$ cat src/rtl/clk_div_ctrl_if.sv
// Ratio configuration channel for clk_div_ctrl: valid/ready transfer of a new
// divide ratio plus a one-cycle reject strobe back to the requester.
interface clk_div_ctrl_if #(
    parameter int WIDTH = 16
) ();
    logic             cfg_valid;
    logic [WIDTH-1:0] cfg_div;
    logic             cfg_ready;
    logic             cfg_err;

    // Requester side: offers ratios, observes acceptance and rejection
    modport master (
        output cfg_valid,
        output cfg_div,
        input  cfg_ready,
        input  cfg_err
    );

    // Controller side
    modport slave (
        input  cfg_valid,
        input  cfg_div,
        output cfg_ready,
        output cfg_err
    );
endinterface

$ cat src/rtl/clk_div_ctrl.sv
// Run-time clock divider controller. Produces div_clk of ratio N (high for
// ceil(N/2) cycles) plus a tick in the last cycle of each period. Start, stop
// and ratio changes take effect only at period boundaries, so no runt pulses.
// All visible outputs are registered views of the state/counter of the
// previous cycle: en sampled at edge k gives div_clk=1 from edge k+1.
module clk_div_ctrl #(
    parameter int WIDTH       = 16,
    parameter int DEFAULT_DIV = 2
) (
    input  logic                 clk,
    input  logic                 rst,
    input  logic                 en,
    clk_div_ctrl_if.slave        cfg,
    output logic                 div_clk,
    output logic                 tick,
    output logic                 running
);

    localparam logic [WIDTH-1:0] DEF_N   = WIDTH'(DEFAULT_DIV);
    localparam logic [WIDTH-1:0] ONE     = WIDTH'(1);
    localparam logic [WIDTH-1:0] MIN_DIV = WIDTH'(2);

    typedef enum logic [1:0] {
        IDLE      = 2'd0,
        RUN       = 2'd1,
        STOP_PEND = 2'd2
    } state_t;

    state_t           state_reg, state_next;
    logic [WIDTH-1:0] cnt_reg, cnt_next;
    logic [WIDTH-1:0] n_reg, n_next;
    logic             pend_valid_reg, pend_valid_next;
    logic [WIDTH-1:0] pend_div_reg, pend_div_next;

    logic             div_clk_reg, div_clk_next;
    logic             tick_reg, tick_next;
    logic             running_reg, running_next;
    logic             cfg_err_reg, cfg_err_next;

    logic             active;
    logic             wrap;
    logic             accept;
    logic             bad_div;
    logic [WIDTH:0]   half;

    // One extra bit keeps (N+1)/2 exact for N = 2^WIDTH-1
    assign half    = ({1'b0, n_reg} + (WIDTH+1)'(1)) >> 1;
    assign active  = (state_reg != IDLE);
    assign wrap    = active && (cnt_reg == (n_reg - ONE));
    assign accept  = cfg.cfg_valid && !pend_valid_reg;
    assign bad_div = cfg.cfg_div < MIN_DIV;

    assign cfg.cfg_ready = !pend_valid_reg;
    assign cfg.cfg_err   = cfg_err_reg;
    assign div_clk       = div_clk_reg;
    assign tick          = tick_reg;
    assign running       = running_reg;

    // State register
    always_ff @(posedge clk or posedge rst) begin
        if (rst) begin
            state_reg <= IDLE;
        end else begin
            state_reg <= state_next;
        end
    end

    // Next-state: stops and restarts only resolve at the period wrap
    always_comb begin
        state_next = state_reg;
        case (state_reg)
            IDLE: begin
                if (en) begin
                    state_next = RUN;
                end
            end
            RUN: begin
                if (!en) begin
                    state_next = wrap ? IDLE : STOP_PEND;
                end
            end
            STOP_PEND: begin
                if (en) begin
                    state_next = RUN;
                end else if (wrap) begin
                    state_next = IDLE;
                end
            end
            default: state_next = IDLE;
        endcase
    end

    // Counter, active ratio and pending slot; a handshake on the wrap edge
    // lands in the slot and waits for the following wrap
    always_comb begin
        cnt_next        = cnt_reg;
        n_next          = n_reg;
        pend_valid_next = pend_valid_reg;
        pend_div_next   = pend_div_reg;

        if (!active || wrap) begin
            cnt_next = '0;
        end else begin
            cnt_next = cnt_reg + ONE;
        end

        if (wrap && pend_valid_reg) begin
            n_next          = pend_div_reg;
            pend_valid_next = 1'b0;
        end

        if (accept && !bad_div) begin
            if (!active) begin
                n_next = cfg.cfg_div;
            end else begin
                pend_valid_next = 1'b1;
                pend_div_next   = cfg.cfg_div;
            end
        end
    end

    // Datapath registers
    always_ff @(posedge clk or posedge rst) begin
        if (rst) begin
            cnt_reg        <= '0;
            n_reg          <= DEF_N;
            pend_valid_reg <= 1'b0;
            pend_div_reg   <= '0;
        end else begin
            cnt_reg        <= cnt_next;
            n_reg          <= n_next;
            pend_valid_reg <= pend_valid_next;
            pend_div_reg   <= pend_div_next;
        end
    end

    // Output decode from the current state and count
    always_comb begin
        div_clk_next = active && ({1'b0, cnt_reg} < half);
        tick_next    = wrap;
        running_next = active;
        cfg_err_next = accept && bad_div;
    end

    // Output registers
    always_ff @(posedge clk or posedge rst) begin
        if (rst) begin
            div_clk_reg <= 1'b0;
            tick_reg    <= 1'b0;
            running_reg <= 1'b0;
            cfg_err_reg <= 1'b0;
        end else begin
            div_clk_reg <= div_clk_next;
            tick_reg    <= tick_next;
            running_reg <= running_next;
            cfg_err_reg <= cfg_err_next;
        end
    end

endmodule
$ cat src/flat_wrapper.sv
// flat-port wrapper written by rule: the top's interface ports become plain ports
module clk_div_ctrl_flat 
#(
    parameter int WIDTH       = 16,
    parameter int DEFAULT_DIV = 2
)
  (clk, rst, en, div_clk, tick, running, cfg_cfg_valid, cfg_cfg_div, cfg_cfg_ready, cfg_cfg_err);
  clk_div_ctrl_if #(.WIDTH(WIDTH)) cfg_i ();
  input  logic clk;
  input  logic rst;
  input  logic en;
  output logic div_clk;
  output logic tick;
  output logic running;
  input wire logic [$bits(cfg_i.cfg_valid)-1:0] cfg_cfg_valid;
  input wire logic [$bits(cfg_i.cfg_div)-1:0] cfg_cfg_div;
  output wire logic [$bits(cfg_i.cfg_ready)-1:0] cfg_cfg_ready;
  output wire logic [$bits(cfg_i.cfg_err)-1:0] cfg_cfg_err;
  assign cfg_i.cfg_valid = cfg_cfg_valid;
  assign cfg_i.cfg_div = cfg_cfg_div;
  assign cfg_cfg_ready = cfg_i.cfg_ready;
  assign cfg_cfg_err = cfg_i.cfg_err;
  clk_div_ctrl #(.WIDTH(WIDTH), .DEFAULT_DIV(DEFAULT_DIV)) u_core (.clk(clk), .rst(rst), .en(en), .cfg(cfg_i), .div_clk(div_clk), .tick(tick), .running(running));
endmodule
$ cat config.mk
export PLATFORM = sky130hd
export DESIGN_NAME = clk_div_ctrl_flat
export DESIGN_NICKNAME = d
export VERILOG_FILES = /design/src/rtl/clk_div_ctrl_if.sv /design/src/rtl/clk_div_ctrl.sv /design/src/flat_wrapper.sv
export SDC_FILE = /design/constraint.sdc
export NUM_CORES = 1
export LEC_CHECK = 0
export CAP_MARGIN = 0
export CORE_MARGIN = 1
export CORE_UTILIZATION = 60
export DETAILED_ROUTE_END_ITERATION = 8
export GPL_ROUTABILITY_DRIVEN = 1
export PLACE_DENSITY_LB_ADDON = 0.25
export SYNTH_ARGS = -nofsm -noshare
export SYNTH_HDL_FRONTEND = slang
export SYNTH_SLANG_ARGS = --single-unit
export TNS_END_PERCENT = 30
$ cat constraint.sdc
create_clock -name clk -period 3.22 [get_ports clk]
set_input_delay 0.322 -clock clk [delete_from_list [all_inputs] [get_ports clk]]
set_output_delay 0.322 -clock clk [all_outputs]
set_load 0.05 [all_outputs]
==> results <==
- The count of final hold-check violations came to 0.
- The cell taking the most area after synthesis is dfrtp_1.
- The die is 80.7 µm wide.
- The number of post-CTS setup repair buffers is 0.
- The primary flip-flop cell chosen by synthesis mapping is dfrtp_1.
- For the worst setup path, the data arrival time is 3.10 ns.
- The die area is between 6000 and 7000 µm².
- Ranked by total cell area, the synthesized netlist is headed by dfrtp_1 (36%), xnor2_1 (7.3%), ha_1 (6.1%).
- The number of antenna diodes in the final layout is 0.
- The finished cells cover slightly above 4000 µm².
- The layout net count is 435.
- The chip height is between 80 and 90 µm.
- The via density per instance is 6.19.
- Global routing used about 29% of the available tracks.
- The first detailed-routing pass ran for 5 iterations.
- The number of slew-limit violations in the final report came to 0.
- The worst slack at placement is ~0.29 ns.
- The total number of vias is between 2,000 and 3,000.
- Measured against its own limit, the worst slew margin works out to approximately 56%.
- The CTS clock-pin slew for the worst setup and hold paths is 0.11 ns.
- The initial antenna violation count is 0.
- The number of antenna-violating nets in the routed design is 0.
- For this design the top-level I/O count stands at 25.
- Walking the worst path, the cells encountered are inv_1 > nor3_2 > nand2_1 > nor2_1 > nand4_1 > nor2_1 > xnor2_1 > ha_1 > nor2b_1 > o21ai_0 > nand2b_1 > a21oi_1 > o221a_2.
- The count of instances resized after the clock tree is built is 0.
- The Yosys step of the flow raised 0 warnings.
- The synthesized netlist cell count is 382.
- The cell that appears most often on the critical path is nor2_1.
- The number of nets handed over by synthesis was 420.
- Per report_power, the clock group accounts for between 30% and 40% of the total.
- Of all nets on the critical path, the largest fanout is 5.
- The detailed router finished its first iteration with 240 violations.
- The relative contribution of sequential cells to total power is 57.3%.
- The portion of the clock cycle consumed by the worst path in the final layout is approximately 88%.
- The number of enable flip-flop cells after synthesis is 0.
- The average cell area after synthesis is just under 10 µm².
- The max-capacitance violation count is 0.
- The finished layout holds around 470 standard cells, fillers aside.
- The maximum buffer depth of the clock tree is 2.
- The analysis attributes to cell leakage a power of roughly 1.8 nW.
- After clock tree synthesis, the flow added hold-fix buffers numbering 0.
- The run finished with clean final reports.
- The worst path buffer plus inverter count is 1.
- The worst setup path is of the reg -> reg kind.
- The power density over the cells is approximately 320 nW/µm².
- The delay of the slowest cell on the worst path is around 0.59 ns.
- The proportion of power drawn by combinational gates is 11.2%.
- Among cell families on the critical path, the largest total delay comes from simple AND/OR/NAND/NOR gates.
- Setup repair after global routing left no endpoint under its margin.
- The cell chosen for the clock root is clkbuf_8.
- The starting density of the core is between 60% and 70%.
- The final layout contains routed wiring with a total length of about 8400 µm.
- The clock insertion delay at the later pin of the skew report is 0.31 ns.
- The post-detailed-route wirelength per cell is roughly 18 µm.
- Setup violations remaining at the end of the flow were counted as 0.
- After synthesis the cells add up to about 3700 µm².
- The global-route wire length before repair is roughly 14,000 µm.
- For this design, the slowest cell found on the critical path is dfstp_2.
- The H-tree was split into 2 levels.
- At the pin with the least slew margin, the transition time is 0.662 ns.
- The number of clock buffers added by TritonCTS is 5.
- The highest ir drop seen on vdd is roughly 0.00023 V.
- Including well taps, the total number of placed cells is approximately 470.
- The end-of-flow core utilization is 68.1%.
- The number of global-route vias before repair was 2,823.
- Yosys instantiated no cell more often than dfrtp_1.
- The number of buffer cells added on primary ports is 24.
- For the worst setup path, the data required time is roughly 3.5 ns.
- For this run, design rule violations remaining after detail routing come to 0.
- The placer's final routability congestion estimate is between 0.8 and 0.9.
- The final worst-path setup slack is around 0.37 ns.
- The share of the synthesized area in the top cell type is around 36%.
- The async set or reset register ratio after synthesis is 100%.
- Timing would allow up to between 300 and 400 MHz.
- The worst path needs approximately 2.8 ns of the cycle, external delays included.
- The HPWL after detailed placement is between 6000 and 7000 µm.
- In the final layout, the share of cells above drive strength 1 is between 10% and 20%.
- The number of unique standard cell types used by synthesis is 53.
- The area added between synthesis and finish is 9.23%.
- Sequential cells were found to cover a little under two fifths of the synthesized design area.
- The placement row count is 28.
- TritonCTS built the clock tree.
- Sorting the synthesized cells by how often they occur yields dfrtp_1 (54), nor2_1 (38), nand3_1 (33).
- The core footprint is 5960 µm².
- STA classifies the critical path startpoint as a flop.
- Internal power comes to slightly above 900 µW.
- The path type of the worst min-delay path is in -> async.
- The cell area after placement is 3960 µm².
- The worst clock skew is 0.00781 ns.
- The sum of negative setup slack is 0 ns.
- After global routing the overflow that remains totals 0.
- After synthesis the netlist holds a flip-flop and latch count of between 50 and 60.
- The switching power is around 350 µW.
- The maximum number of pins on one net before global-route repair is 30.
- The worst setup path is captured at a flop.
- The clock net in this run drives a total of 55 sinks.
- In this run switching power makes up 27.2% of total power.
==> routing by layer <==
| metal | up-vias | global-route usage [%] | wire, µm |
|---|---|---|---|
| li1 | 1402 | - | - |
| met1 | 1425 | 38.0 | 3910 |
| met2 | 94 | 49.2 | 4090 |
| met3 | 9 | 3.86 | 330 |
| met4 | 0 | 6.43 | 94 |
| met5 | - | 0 | 0 |
==> per-stage QoR <==
step	power (mW)	hold WS (ns)
after floorplan	0.829	0.394
after global placement	0.888	0.427
after detailed placement	0.892	0.424
after CTS	1.29	0.400
after global routing	1.34	0.459
final	1.28	0.383
==> worst paths after layout <==
| kind | startpoint | endpoint | slack [ns] | cells past startpoint |
|---|---|---|---|---|
| hold / removal | rst | u_core.pend_div_reg[5] | 0.38 | 2 |
| setup reg to reg | u_core.n_reg[1] | u_core.div_clk | 0.37 | 13 |
| max in group asynchronous | rst | u_core.n_reg[10] | 2.05 | 3 |
| setup / recovery | u_core.n_reg[1] | u_core.div_clk | 0.37 | 13 |
| min in group clk | u_core.pend_valid_reg | u_core.cfg.cfg_err | 0.44 | 1 |
| hold reg to reg | u_core.pend_valid_reg | u_core.cfg.cfg_err | 0.44 | 1 |
==> kinds of logic after synthesis <==
family                     count (synthesis)  synth area share [%]
and+or+nand+nor                          156                  24.1
adders and majority gates                 18                  6.07
buffers and inverters                     33                  4.58
DFF                                       55                  37.1
muxes                                     16                  4.85
xor gates and xnor gates                  52                  12.3
AOI/OAI and AO/OA                         52                  11.0
==> power groups by stage <==
stage,Combinational (mW),Clock [mW],Sequential [mW]
finish,0.144,0.403,0.735
global route,0.162,0.437,0.738
global placement,0.140,0,0.748
detailed placement,0.144,0,0.748
floorplan,0.0750,0,0.754
CTS,0.145,0.415,0.735
==> final cells by class <==
class | instances | area (µm²)
Sequential cell | 55 | 1380
Timing Repair Buffer | 29 | 278
Fill cell | 489 | 1900
Multi-Input combinational cell | 294 | 2170
Tap cell | 75 | 93.8
Inverter | 12 | 45.0
Clock inverter | 3 | 22.5
Clock buffer | 5 | 68.8
==> layout by cell type, fill, tap and decap left out, types with 3 or more instances in the layout <==
master           synthesis  routed
nand3_1                 33      33
o311ai_2                 5       5
or3_1                    3       3
ha_1                    18      18
nand2_1                 24      24
nand4_1                  6       6
dfrtp_1                 54      54
clkbuf_8                 0       5
nor4_4                   3       3
xor2_1                  21      21
nor3_1                  11      10
mux2_2                  16      16
and4_1                   3       3
xnor2_1                 31      31
nor4_1                   4       4
and3_1                   9       9
buf_4                    4       5
nand2b_1                 4       4
o21ai_0                  7       7
a21o_1                   5       5
o211ai_1                 5       5
inv_1                   12      11
a21oi_1                  7       7
nor2_1                  38      38
a31oi_1                  7       7
a221o_1                  4       4
clkdlybuf4s50_1          0      24
Power figures use the tool's default switching activity.
